### src/rtl/ram_stream_reader_pkg.sv
// Shared definitions for the RAM-to-AXI4-Stream reader: default widths and FSM encoding.
package ram_stream_reader_pkg;

  localparam int unsigned C_DATA_WIDTH_DEF = 64;
  localparam int unsigned C_ADDR_SIZE_DEF  = 9;

  localparam int unsigned ST_W = 2;

  localparam logic [ST_W-1:0] ST_IDLE  = 2'd0;
  localparam logic [ST_W-1:0] ST_READ  = 2'd1;
  localparam logic [ST_W-1:0] ST_DRAIN = 2'd2;

endpackage

### src/rtl/ram_stream_reader_skid_buffer.sv
// Two-entry FIFO between the RAM read port and the stream master; output data comes straight from storage flops.
module stream_skid_buffer #(
  parameter int unsigned C_DATA_WIDTH = 64
) (
  input  logic                    clk,
  input  logic                    rstn,
  input  logic                    in_valid,
  output logic                    in_ready,
  input  logic [C_DATA_WIDTH-1:0] in_data,
  output logic                    out_valid,
  input  logic                    out_ready,
  output logic [C_DATA_WIDTH-1:0] out_data,
  output logic [1:0]              occupancy
);

  logic [C_DATA_WIDTH-1:0] data0;
  logic [C_DATA_WIDTH-1:0] data1;
  logic                    wr_ptr;
  logic                    rd_ptr;
  logic [1:0]              count;
  logic                    push;
  logic                    pop;

  assign in_ready  = (count != 2'd2);
  assign out_valid = (count != 2'd0);
  assign out_data  = rd_ptr ? data1 : data0;
  assign occupancy = count;
  assign push      = in_valid && in_ready;
  assign pop       = out_valid && out_ready;

  // Entry storage, pointers and occupancy; reset clears storage so the data output reads zero.
  always_ff @(posedge clk or negedge rstn) begin
    if (!rstn) begin
      data0  <= '0;
      data1  <= '0;
      wr_ptr <= 1'b0;
      rd_ptr <= 1'b0;
      count  <= 2'd0;
    end else begin
      if (push) begin
        if (wr_ptr) data1 <= in_data;
        else        data0 <= in_data;
        wr_ptr <= ~wr_ptr;
      end
      if (pop) rd_ptr <= ~rd_ptr;
      case ({push, pop})
        2'b10:   count <= count + 2'd1;
        2'b01:   count <= count - 2'd1;
        default: count <= count;
      endcase
    end
  end

endmodule

### src/rtl/ram_stream_reader.sv
// Reads cmd_len consecutive words from an external synchronous RAM and streams them out on AXI4-Stream.
module ram_stream_reader
  import ram_stream_reader_pkg::*;
#(
  parameter int unsigned C_DATA_WIDTH = C_DATA_WIDTH_DEF,
  parameter int unsigned C_ADDR_SIZE  = C_ADDR_SIZE_DEF
) (
  input  logic                    clk,
  input  logic                    rstn,
  input  logic                    cmd_valid,
  output logic                    cmd_ready,
  input  logic [C_ADDR_SIZE-1:0]  cmd_addr,
  input  logic [C_ADDR_SIZE:0]    cmd_len,
  output logic                    ram_reb,
  output logic [C_ADDR_SIZE-1:0]  ram_addrb,
  input  logic [C_DATA_WIDTH-1:0] ram_dob,
  output logic [C_DATA_WIDTH-1:0] m_axis_tdata,
  output logic                    m_axis_tvalid,
  input  logic                    m_axis_tready,
  output logic                    m_axis_tlast,
  output logic                    busy,
  output logic                    done
);

  localparam int unsigned BUF_W = C_DATA_WIDTH + 1;
  localparam logic [C_ADDR_SIZE-1:0] ADDR_ONE = {{(C_ADDR_SIZE-1){1'b0}}, 1'b1};
  localparam logic [C_ADDR_SIZE:0]   LEN_ONE  = {{C_ADDR_SIZE{1'b0}}, 1'b1};

  logic [ST_W-1:0]        state;
  logic [ST_W-1:0]        state_nxt;
  logic [C_ADDR_SIZE-1:0] addr;
  logic [C_ADDR_SIZE-1:0] addr_nxt;
  logic [C_ADDR_SIZE:0]   remaining;
  logic [C_ADDR_SIZE:0]   remaining_nxt;
  logic                   pending;
  logic                   pending_last;
  logic                   last_rd;
  logic                   done_q;
  logic                   done_nxt;
  logic [2:0]             fill;
  logic                   pop;
  logic [1:0]             occ;
  logic                   buf_in_ready;
  logic                   buf_valid;
  logic [BUF_W-1:0]       buf_out;

  assign cmd_ready     = (state == ST_IDLE);
  assign busy          = (state != ST_IDLE);
  assign done          = done_q;
  assign ram_addrb     = addr;
  assign m_axis_tvalid = buf_valid;
  assign m_axis_tdata  = buf_out[C_DATA_WIDTH-1:0];
  assign m_axis_tlast  = buf_valid && buf_out[C_DATA_WIDTH];
  assign pop           = m_axis_tvalid && m_axis_tready;

  // State, read pointer, word counter, in-flight read flag and done pulse.
  always_ff @(posedge clk or negedge rstn) begin
    if (!rstn) begin
      state        <= ST_IDLE;
      addr         <= '0;
      remaining    <= '0;
      pending      <= 1'b0;
      pending_last <= 1'b0;
      done_q       <= 1'b0;
    end else begin
      state        <= state_nxt;
      addr         <= addr_nxt;
      remaining    <= remaining_nxt;
      pending      <= ram_reb;
      pending_last <= last_rd;
      done_q       <= done_nxt;
    end
  end

  // Next state and read issue; a read is issued only if buffer plus in-flight data stays below two.
  always_comb begin
    state_nxt     = state;
    addr_nxt      = addr;
    remaining_nxt = remaining;
    done_nxt      = 1'b0;
    ram_reb       = 1'b0;
    last_rd       = 1'b0;
    fill          = 3'(occ) + 3'(pending) - 3'(pop);
    case (state)
      ST_IDLE: begin
        if (cmd_valid) begin
          if (cmd_len != '0) begin
            state_nxt     = ST_READ;
            addr_nxt      = cmd_addr;
            remaining_nxt = cmd_len;
          end else begin
            done_nxt = 1'b1;
          end
        end
      end
      ST_READ: begin
        if ((remaining != '0) && (fill < 3'd2)) begin
          ram_reb       = 1'b1;
          addr_nxt      = addr + ADDR_ONE;
          remaining_nxt = remaining - LEN_ONE;
          last_rd       = (remaining == LEN_ONE);
          if (last_rd) state_nxt = ST_DRAIN;
        end
      end
      ST_DRAIN: begin
        if (pop && m_axis_tlast) begin
          state_nxt = ST_IDLE;
          done_nxt  = 1'b1;
        end
      end
      default: state_nxt = ST_IDLE;
    endcase
  end

  // Output buffer; each entry carries the word plus its last-beat tag.
  stream_skid_buffer #(
    .C_DATA_WIDTH (BUF_W)
  ) u_buf (
    .clk       (clk),
    .rstn      (rstn),
    .in_valid  (pending),
    .in_ready  (buf_in_ready),
    .in_data   ({pending_last, ram_dob}),
    .out_valid (buf_valid),
    .out_ready (m_axis_tready),
    .out_data  (buf_out),
    .occupancy (occ)
  );

  // Returning RAM data must always find room in the buffer.
  a_no_overflow: assert property (@(posedge clk) disable iff (!rstn) pending |-> buf_in_ready);

endmodule

### config.mk
export PLATFORM = sky130hd
export DESIGN_NAME = ram_stream_reader
export DESIGN_NICKNAME = d
export VERILOG_FILES = /design/src/rtl/ram_stream_reader_pkg.sv /design/src/rtl/ram_stream_reader_skid_buffer.sv /design/src/rtl/ram_stream_reader.sv
export SDC_FILE = /design/constraint.sdc
export NUM_CORES = 1
export LEC_CHECK = 0
export BUFFER_PORTS_ARGS = -buffer_cell sky130_fd_sc_hd__buf_2
export CELL_PAD_IN_SITES_DETAIL_PLACEMENT = 0
export CELL_PAD_IN_SITES_GLOBAL_PLACEMENT = 2
export CORE_MARGIN = 1.5
export CORE_UTILIZATION = 35
export DETAILED_ROUTE_END_ITERATION = 8
export GPL_TIMING_DRIVEN = 0
export PLACE_DENSITY_LB_ADDON = 0.1
export SLEW_MARGIN = 20
export SYNTH_ARGS = -nofsm -noshare
export SYNTH_HDL_FRONTEND = slang
export SYNTH_SLANG_ARGS = --single-unit
### constraint.sdc
create_clock -name clk -period 5.2 [get_ports clk]
set_clock_uncertainty 0.1 [all_clocks]
set_input_delay 0 -clock clk [delete_from_list [all_inputs] [get_ports clk]]
set_output_delay 0 -clock clk [all_outputs]
set_load 0.01 [all_outputs]
==> flow_metrics.tcl, run 1 <==
set metrics [dict create \
    run_status "finished clean" \
    drtAntennaViolNets 0 \
    hp-class "input port to asynchronous set/reset pin" \
    r2r-end "ram_addrb[4]$_DFFE_PN0P_" \
    p_per_area_nw_per_um2 628.3 \
    r2r_start "u_buf.occupancy[0]$_DFFE_PN0P_" \
    synthArstFlopShare_pct 100.0 \
    initial_core_util_pct 35.57 \
    grt_setup_unrepaired "false" \
    worst_pin_slew_ns 0.7803 \
    drt-initial-drc-count 177 \
    syn_nets 651 \
    final_cell_count_no_fill 1116 \
    cts_root_buf "clkbuf_16" \
    setup_violations 0 \
    fin_setup_tns_ns 0 \
    synth_edf_count 0 \
    wl_um 18980 \
    start_kind "register" \
    dp_slack_ns 2.302 \
    p_leak_nw 4.499 \
    grt_first_pass_wirelength_um 30720 \
    yosys_most_used_dff "dfrtp_1" \
    track_usage_pct 17.78 \
    via_count 5578 \
    tritoncts "yes" \
    worst_slack_ns 2.276 \
    viasPerCell 4.998 \
    portBuffers 165 \
    path_max_fanout 10 \
    max-slew-margin-rel_pct 47.50 \
    core_area_um2 20960 \
    clock_latency_ns 0.41 \
    dp.cells 999 \
    dr.pass1.iters 4 \
    synth-seq-cells 158 \
    path_depth 9 \
    finalHoldViolations 0 \
    htreeDepth 4 \
    cp-end-kind "register" \
    numCtsBuffers 17 \
    finalCriticalPeriod_ns 2.924 \
    antenna_found_initial 0 \
    fin_crit_sh_pct 56.23 \
    path_class "register to register" \
    ff2ff_path_depth 9 \
    cp_slowest_stage_delay_ns 0.55 \
    maxCapViolations 0 \
    critical_path_arrival_ns 3.12 \
    io_pins 166 \
    fin_area_um2 10110 \
    cp.required_ns 5.40 \
    die_h_um 148.9 \
    clock.fmax_mhz 342.0 \
    route.detailed.drc 0 \
    yosysTopAreaCellShare_pct 53.05 \
    maxSlewViolCount 0 \
    grt_pass1_vias 5885 \
    r2r_slack_ns 2.28 \
    clk_pin_slew_worst_paths_ns 0.07 \
    synth_area_um2 7453 \
    fp-row-count 53 \
    diodes 0 \
    die_w_um 148.9 \
    post-synth-top-area-cell "dfrtp_1" \
    cts_resized 0 \
    peakVddDrop_mv 0.2502 \
    placed_area_um2 8661 \
    crit_chain "nand2b_1 > nor2_1 > o21ai_0 > fa_1 > xnor2_1 > a31oi_1 > nor3_2 > buf_6 > a21oi_1" \
    path_buf_inv 1 \
    hpwl_um 13100 \
    post_drt_wl_per_cell_um 17.01 \
    slowest_stage "nor3_2" \
    gp_congestion 0.7685 \
    synth.area.top_cells "dfrtp_1, mux2_2, buf_2" \
    syn_area_per_cell_um2 13.36 \
    area_delta_synth_final_pct 35.69 \
    yosysMostFrequentCell "mux2_2" \
    die-area_um2 22180 \
    yosysSeqAreaShare_pct 53.05 \
    cts.sinks 158 \
    grt_max_degree 98 \
    grt_overflow 0 \
    drive_above_1_share_pct 51.61 \
    nets 923 \
    yosys_warnings 0 \
    syn_inst 558 \
    synth_cell_types 48 \
    synth_commonest_cells "mux2_2, dfrtp_1, buf_2, nand2_1, a21oi_1" \
    clk_path_buf_depth 2 \
    critPathTopFamily "simple AND/OR/NAND/NOR gates" \
]
where the power goes:
part           switching, mW  internal, mW  leakage [nW]  total [mW]
registers              0.354          1.84          1.87        2.20
clock network          0.533         0.715         0.273        1.25
logic                   1.38          1.53          2.35        2.91
per-stage QoR:
stage | util [%] | total power, mW | hold slack [ns]
floorplan | - | 4.122 | -0.3956
finish | 48.26 | 6.355 | 0.1018
CTS | 48.26 | 6.442 | 0.1274
detailed placement | 41.33 | 5.104 | -0.01526
global route | 48.26 | 6.818 | 0.1515
global placement | 41.15 | 5.001 | 0.1444
layout by cell type, fill, tap and decap left out, drive strengths merged, types with 2 or more instances in the layout:
master,instances
a41oi,10
or3,4
nand4,5
ha,5
clkbuf,22
xnor2,5
nand2b,2
nor3,2
or2,4
o31ai,3
clkinvlp,4
o2bb2ai,2
dlygate4sd3,87
a21oi,18
and4,2
bufinv,2
dfrtp,158
a41o,2
nand3,7
o22ai,7
o41ai,4
nand2,20
nor2b,3
nor2,11
a31oi,4
mux2,194
or4,3
mux2i,2
o32ai,2
o2111ai,2
inv,14
o21ai,15
nor4,8
buf,198
a31o,2
worst max-delay path by stage:
stage | startpoint | slack (ns) | end
after global routing | u_buf.occupancy[0]$_DFFE_PN0P_ | 2.07 | ram_addrb[8]$_DFFE_PN0P_
after global placement | rstn | 1.62 | ram_addrb[5]$_DFFE_PN0P_
after CTS | u_buf.occupancy[0]$_DFFE_PN0P_ | 2.29 | ram_addrb[4]$_DFFE_PN0P_
after floorplan | u_buf.occupancy[0]$_DFFE_PN0P_ | 2.73 | ram_addrb[8]$_DFFE_PN0P_
final | u_buf.occupancy[0]$_DFFE_PN0P_ | 2.28 | ram_addrb[4]$_DFFE_PN0P_
after detailed placement | u_buf.occupancy[0]$_DFFE_PN0P_ | 2.30 | ram_addrb[4]$_DFFE_PN0P_
state kept, by name, indices dropped and copies added (netlist names), 2 cells and up:
signal	cells
u_buf.occupancy	2
u_buf.data1	65
u_buf.data0	65
ram_addrb	9
state	2
remaining	10
layout make-up:
cell class                      instances  area (um^2)
Clock inverter                         13        156.4
Buffer                                 37        227.7
Timing Repair Buffer                  253         1734
Inverter                                8        30.03
Multi-Input combinational cell        355         3242
Tap cell                              275        344.1
Sequential cell                       158         3954
Clock buffer                           17        425.4
Fill cell                            1961        10840
routing by layer:
metal / vias to the layer above / share of wire, % / wire length, um / GRT usage [%]
met5: - / 0 / 0 / 0
met1: 2806 / 45 / 8583 / 23.24
met3: 16 / 5.2 / 988 / 4.190
li1: 2602 / - / - / -
met2: 154 / 48 / 9144 / 29.07
met4: 0 / 1.4 / 263 / 5.792
worst reg2reg max path, delay by kind of cell (launching register included):
kind	cells	cell delay (ns)
fa+ha+maj	1	0.39
compound gates	3	0.44
simple gates	3	0.92
buf+inv	1	0.24
xor+xnor	1	0.28
flops	1	0.44
kinds of logic after synthesis:
family                   count (synthesis)  synth area share [%]
XOR/XNOR                                 6                0.7050
adder cells (fa/ha/maj)                  6                 1.108
AND/OR/NAND/NOR                         74                 5.489
flip-flops                             158                 53.05
multiplexers                           196                 29.58
buffers and inverters                   45                 3.458
AO/OA/AOI/OAI                           73                 6.614
timing repair:
item | in CTS | in global routing
hold buffers | 87 | 0
endpoints found under the hold margin | 245 | 0
setup buffers | 0 | 0
Note: power is estimated with default switching activity, not from simulation.
==> run 2, diff against run 1 <==
Settings changed: ABC_AREA from default to 1, CORE_UTILIZATION 35 to 28.
Clock period 5.2 ns to 2.5 ns, I/O delays scaled along.
==> run 2 against run 1 <==
Net effect:
- flip-flop and latch count unchanged
- global-route usage down 0.76 points
- non-clock buffer count up 21
- core utilization down 9.4 points
- final area up 3.0%
- power up 110%
- area after synthesis up 1.9%
- die area up 27%
- critical endpoint is now done$_DFF_PN0_
- largest cell class unchanged
- highest routed layer unchanged
==> flow_metrics.tcl, run 2 <==
set metrics [dict create \
    run_status "finished clean" \
    diodes 0 \
    r2r_start "state[1]$_DFFE_PN0P_" \
    htreeDepth 4 \
    synth_cell_types 35 \
    layout_commonest_cell "nand2_1" \
    wl_um 23170 \
    fp-row-count 60 \
    fin_crit_sh_pct 94.84 \
    worst_pin_slew_ns 0.6658 \
    syn_nets 1057 \
    critical_path_arrival_ns 2.63 \
    clkPwrFrac_pct 18.6 \
    portBuffers 165 \
    maxSlewViolCount 0 \
    cts.sinks 158 \
    synth_area_um2 7597 \
    hp-class "input port to asynchronous set/reset pin" \
    grt_first_pass_wirelength_um 37230 \
    clock_latency_ns 0.42 \
    cts_root_buf "clkbuf_16" \
    fin_setup_tns_ns 0 \
    start_kind "register" \
    antenna_found_initial 0 \
    syn_inst 964 \
    die-area_um2 28130 \
    clk_path_buf_depth 2 \
    cp.required_ns 2.76 \
    whs_ns 0.05457 \
    p_leak_nw 5.514 \
    cp_common_cell "dlygate4sd3_1" \
    power_mw 13.45 \
    clk_pin_slew_worst_paths_ns 0.07 \
    p_per_area_nw_per_um2 1291 \
    cp_slowest_stage_delay_ns 0.56 \
    nets 1337 \
    core_area_um2 26800 \
    post-synth-top-area-cell "dfrtp_1" \
    synth-seq-cells 158 \
    die_h_um 167.7 \
    finalCriticalPeriod_ns 2.371 \
    dp.cells 1471 \
    gp_congestion 0.7524 \
    numCtsBuffers 17 \
    finalHoldViolations 0 \
    r2r-end "done$_DFF_PN0_" \
    pwr-share-comb_pct 46.9 \
    clock.fmax_mhz 421.8 \
    post_drt_wl_per_cell_um 14.50 \
    largestRegisters "u_buf.data0 x65, u_buf.data1 x65, remaining x10" \
    ff2ff_path_depth 7 \
    yosys_most_used_dff "dfrtp_1" \
    initial_core_util_pct 28.35 \
    crit_chain "nor2_4 > nand2_1 > nor2_1 > nand4_1 > dlygate4sd3_1 > a21oi_1 > dlygate4sd3_1" \
    peakVddDrop_mv 0.4651 \
    synthArstFlopShare_pct 100.0 \
    syn_area_per_cell_um2 7.881 \
    slowest_stage "dlygate4sd3_1" \
    area_delta_synth_final_pct 37.14 \
    grt_pass1_vias 6951 \
    drive_above_1_share_pct 21.64 \
    r2r_slack_ns 0.13 \
    path_max_fanout 5 \
    final_cell_count_no_fill 1598 \
    via_count 7021 \
    yosysTopAreaCellShare_pct 52.04 \
    placed_area_um2 8887 \
    dr.pass1.iters 4 \
    maxCapViolations 0 \
    synth.area.top_cells "dfrtp_1, nand2_1, o21ai_0" \
    drt-initial-drc-count 354 \
    route.detailed.drc 0 \
    synth_commonest_cells "nand2_1, dfrtp_1, inv_1, o21ai_0, o21ai_1" \
    yosysMostFrequentCell "nand2_1" \
    hpwl_um 15620 \
    grt_overflow 0 \
    swShare_pct 42.78 \
    fin_area_um2 10420 \
    yosys_warnings 0 \
    viasPerCell 4.394 \
    setup_violations 0 \
    die_w_um 167.7 \
    grt_max_degree 85 \
    io_pins 166 \
    final_cell_mix "nand2_1, buf_2, dfrtp_1" \
    drtAntennaViolNets 0 \
    path_class "register to register" \
    internal_power_mw 7.696 \
    cp-end-kind "register" \
    p_seq_share_pct 34.6 \
    track_usage_pct 17.03 \
    synth_edf_count 0 \
    tritoncts "yes" \
    max-slew-margin-rel_pct 55.61 \
    yosysSeqAreaShare_pct 52.04 \
    p_sw_mw 5.755 \
]
run 2: changes by cell type after synthesis, moves of 8 or more:
| cell | delta |
|---|---|
| inv_1 | +81 |
| o21ai_0 | +67 |
| o21ai_2 | +27 |
| o21ai_1 | +40 |
| nand2_1 | +399 |
| clkbuf_1 | +17 |
| nor2_1 | +22 |
| a41oi_1 | -10 |
| buf_6 | +10 |
| a21oi_1 | -8 |
| buf_2 | -11 |
| nand3_1 | +12 |
| mux2_2 | -194 |
run 2: per-layer routing:
layer / part of all wire, % / wire length [um] / GRT usage [%]
met1: 49 / 11270 / 22.73
met2: 47 / 10890 / 28.48
met3: 3.1 / 710 / 2.600
met4: 1.3 / 291 / 5.092
met5: 0 / 0 / 0
run 2: critical path: cells and delay by family (launching register included):
| family | cells | cell delay [ns] |
|---|---|---|
| buffers and inverters | 2 | 1.12 |
| and+or+nand+nor | 4 | 0.48 |
| DFF | 1 | 0.46 |
| AOI/OAI and AO/OA | 1 | 0.13 |
run 2: cell type report:
class / count / area (um^2)
Buffer: 49 / 311.5
Clock inverter: 13 / 121.4
Inverter: 91 / 341.6
Tap cell: 341 / 426.7
Fill cell: 2948 / 16380
Timing Repair Buffer: 262 / 1804
Sequential cell: 158 / 3956
Clock buffer: 19 / 432.9
Multi-Input combinational cell: 665 / 3024
run 2: cells by family (layout without fill, tap and decap cells):
logic type / after synthesis / after routing / synth area share (%)
fa+ha+maj: 6 / 6 / 1.087
buf+inv: 141 / 434 / 8.547
mux: 2 / 2 / 0.2635
flops: 158 / 158 / 52.04
compound gates: 164 / 164 / 12.32
simple gates: 488 / 488 / 25.16
xor+xnor: 5 / 5 / 0.5765
run 2: how the worst max path moves through the flow:
stage / slack (ns) / endpoint / from
after floorplan: 0.28 / ram_addrb[3]$_DFFE_PN0P_ / u_buf.occupancy[0]$_DFFE_PN0P_
after global placement: -1.40 / u_buf.data1[50]$_DFFE_PN0P_ / rstn
after detailed placement: -0.12 / ram_addrb[5]$_DFFE_PN0P_ / u_buf.occupancy[0]$_DFFE_PN0P_
after CTS: 0.02 / m_axis_tdata[61] / u_buf.rd_ptr$_DFFE_PN0P_
after global routing: -0.002 / ram_reb / u_buf.occupancy[1]$_DFFE_PN0P_
final: 0.13 / done$_DFF_PN0_ / state[1]$_DFFE_PN0P_
run 2: power by group through the flow:
stage	Combinational (mW)	Clock, mW	Sequential, mW
final	6.31	2.50	4.65
after global routing	7.23	2.71	4.83
after CTS	6.32	2.58	4.64
after detailed placement	6.18	0	4.68
after global placement	6.11	0	4.66
after floorplan	3.99	0	4.52
run 2: per-stage QoR:
step	worst slack, ns	utilization (%)
after global routing	-0.001852	38.87
after detailed placement	-0.1232	33.16
after global placement	-1.402	33.02
after floorplan	0.2849	-
after CTS	0.01507	38.57
final	0.1290	38.87
run 2: what timing repair did:
item / 4_1_cts / 5_1_grt
setup endpoints to repair: 14 / 58
setup buffers: 0 / 7
cloned: 0 / 1
gates resized for setup: 5 / 13
hold buffers: 88 / 0
hold endpoints to repair: 227 / 0
pin swaps: 0 / 3
==> run 3, diff against run 2 <==
--- a/config.mk
+++ b/config.mk
@@ -11,3 +11,3 @@
 export CELL_PAD_IN_SITES_GLOBAL_PLACEMENT = 2
-export CORE_MARGIN = 1.5
+export CORE_MARGIN = 2
 export CORE_UTILIZATION = 28
--- a/constraint.sdc
+++ b/constraint.sdc
@@ -4,2 +4,2 @@
 set_output_delay 0 -clock clk [all_outputs]
-set_load 0.01 [all_outputs]
+set_load 0.02 [all_outputs]
==> run 3 against run 2 <==
Net effect:
- non-clock buffer count down 2
- die area up 1.2%
- core utilization about the same
- flip-flop and latch count unchanged
- via count down 0.97%
- final area down 0.11%
- routed wire length down 1.0%
- critical path type unchanged
- largest cell class unchanged
==> flow_metrics.tcl, run 3 (synthesis results as in run 2) <==
set metrics [dict create \
    run_status "finished clean" \
    grt_pass1_vias 7075 \
    final_cell_mix "nand2_1, buf_2, dfrtp_1" \
    finalHoldViolations 0 \
    wl_um 22930 \
    numCtsBuffers 17 \
    clk_pin_slew_worst_paths_ns 0.08 \
    diodes 0 \
    max-slew-margin-rel_pct 57.10 \
    setup_violations 0 \
    cp-end-kind "register" \
    swShare_pct 45.58 \
    cts_root_buf "clkbuf_16" \
    portBuffers 165 \
    p_leak_nw 5.514 \
    area_delta_synth_final_pct 36.99 \
    core_area_um2 26800 \
    start_kind "register" \
    path_class "register to register" \
    drive_above_1_share_pct 21.59 \
    clock.fmax_mhz 420.2 \
    fin_area_um2 10410 \
    htreeDepth 4 \
    hp-class "input port to asynchronous set/reset pin" \
    hpwl_um 15490 \
    dr.pass1.iters 5 \
    worst_pin_slew_ns 0.6435 \
    tritoncts "yes" \
    layout_commonest_cell "nand2_1" \
    fin_crit_sh_pct 95.18 \
    io_pins 166 \
    track_usage_pct 16.73 \
    viasPerCell 4.357 \
    peakVddDrop_mv 0.5180 \
    grt_max_degree 86 \
    route.detailed.drc 0 \
    grt_first_pass_wirelength_um 37130 \
    internal_power_mw 7.707 \
    die_h_um 168.7 \
    die-area_um2 28470 \
    placed_area_um2 8887 \
    finalCriticalPeriod_ns 2.380 \
    p_seq_share_pct 32.6 \
    maxSlewViolCount 0 \
    antenna_found_initial 0 \
    power_mw 14.16 \
    fp-row-count 60 \
    drt-initial-drc-count 450 \
    via_count 6953 \
    clk_path_buf_depth 2 \
    gp_congestion 0.7474 \
    clock_latency_ns 0.43 \
    die_w_um 168.7 \
    largestRegisters "u_buf.data0 x65, u_buf.data1 x65, remaining x10" \
    p_sw_mw 6.456 \
    pwr-share-comb_pct 49.1 \
    cp.required_ns 2.77 \
    cts.sinks 158 \
    post_drt_wl_per_cell_um 14.37 \
    p_per_area_nw_per_um2 1361 \
    nets 1335 \
    grt_overflow 0 \
    maxCapViolations 0 \
    drtAntennaViolNets 0 \
    path_max_fanout 5 \
    initial_core_util_pct 28.35 \
    critical_path_arrival_ns 2.65 \
    fillers 2892 \
    clkPwrFrac_pct 18.3 \
]
run 3: cell types whose count changed in the layout (fill, tap and decap cells not counted), moves of 2 or more:
cell,before,now
o21ai_0,79,82
inv_8,3,5
nor2_4,3,0
nor2_2,3,6
dfrtp_2,2,0
clkinv_4,5,0
dfrtp_1,156,158
clkbuf_1,21,19
o21ai_1,43,40
run 3: final timing paths:
kind | depth (start not counted) | slack (ns) | from | end
hold / removal | 2 | 0.002 | rstn | ram_addrb[1]$_DFFE_PN0P_
setup / recovery | 7 | 0.12 | state[1]$_DFFE_PN0P_ | done$_DFF_PN0_
hold reg to reg | 2 | 0.38 | u_buf.data0[40]$_DFFE_PN0P_ | u_buf.data0[40]$_DFFE_PN0P_
min in group clk | 4 | 0.26 | ram_dob[50] | u_buf.data0[50]$_DFFE_PN0P_
setup reg to reg | 7 | 0.12 | state[1]$_DFFE_PN0P_ | done$_DFF_PN0_
max in group asynchronous | 3 | 1.44 | rstn | u_buf.data0[2]$_DFFE_PN0P_
run 3: area by class of cell:
type / count / area (um^2) / area share [%]
flip-flops and latches: 158 / 3954 / 37.99
multi-input cells: 665 / 3004 / 28.87
repair buffers: 260 / 1792 / 17.22
clock buffers: 18 / 439.2 / 4.220
well taps: 341 / 426.7 / 4.100
inverters: 91 / 341.6 / 3.282
plain buffers: 49 / 312.8 / 3.006
clock inverters: 14 / 137.6 / 1.322
run 3: per-stage QoR:
| stage | hold WS (ns) | util (%) | setup WS, ns | cells | setup TNS [ns] |
|---|---|---|---|---|---|
| final | 0.001889 | 38.83 | 0.1204 | 1596 | 0 |
| after global routing | 0.04773 | 38.83 | -0.007860 | 1596 | -0.01220 |
| after CTS | 0.01718 | 38.69 | 0.002342 | 1593 | 0 |
| after detailed placement | -0.09411 | 33.16 | -0.1025 | 1471 | -0.8557 |
| after global placement | 0.1694 | 33.02 | -1.424 | 1470 | -223.87 |
| after floorplan | -0.3956 | - | 0.2845 | 964 | 0 |
run 3: power groups by stage:
stage | sequential (mW) | combinational, mW | clock, mW
after CTS | 4.62 | 7.04 | 2.70
final | 4.62 | 6.95 | 2.59
after global placement | 4.66 | 6.82 | 0
after global routing | 4.80 | 7.85 | 2.79
after floorplan | 4.57 | 4.63 | 0
after detailed placement | 4.67 | 6.87 | 0
run 3: worst max-delay path: stages, from the launching register on:
cell	delay [ns]
dfrtp_1	0.45
nor2_2	0.20
nand2_1	0.07
nor2_1	0.16
nand4_1	0.10
dlygate4sd3_1	0.56
a21oi_1	0.11
dlygate4sd3_1	0.55
run 3: metal layers:
layer  share of wire, %  vias to the layer above  GRT usage [%]
li1                   -                     3555              -
met1                 48                     3232          22.71
met2                 47                      147          27.92
met3                3.7                       19          2.876
met4               0.84                        0          3.936
met5                  0                        -              0
run 3: what timing repair did:
item	CTS	global route
buffers inserted	2	4
pin swaps	1	2
hold buffers	88	0
endpoints found under the setup margin	14	67
endpoints found under the hold margin	291	0
gates resized for setup	4	5
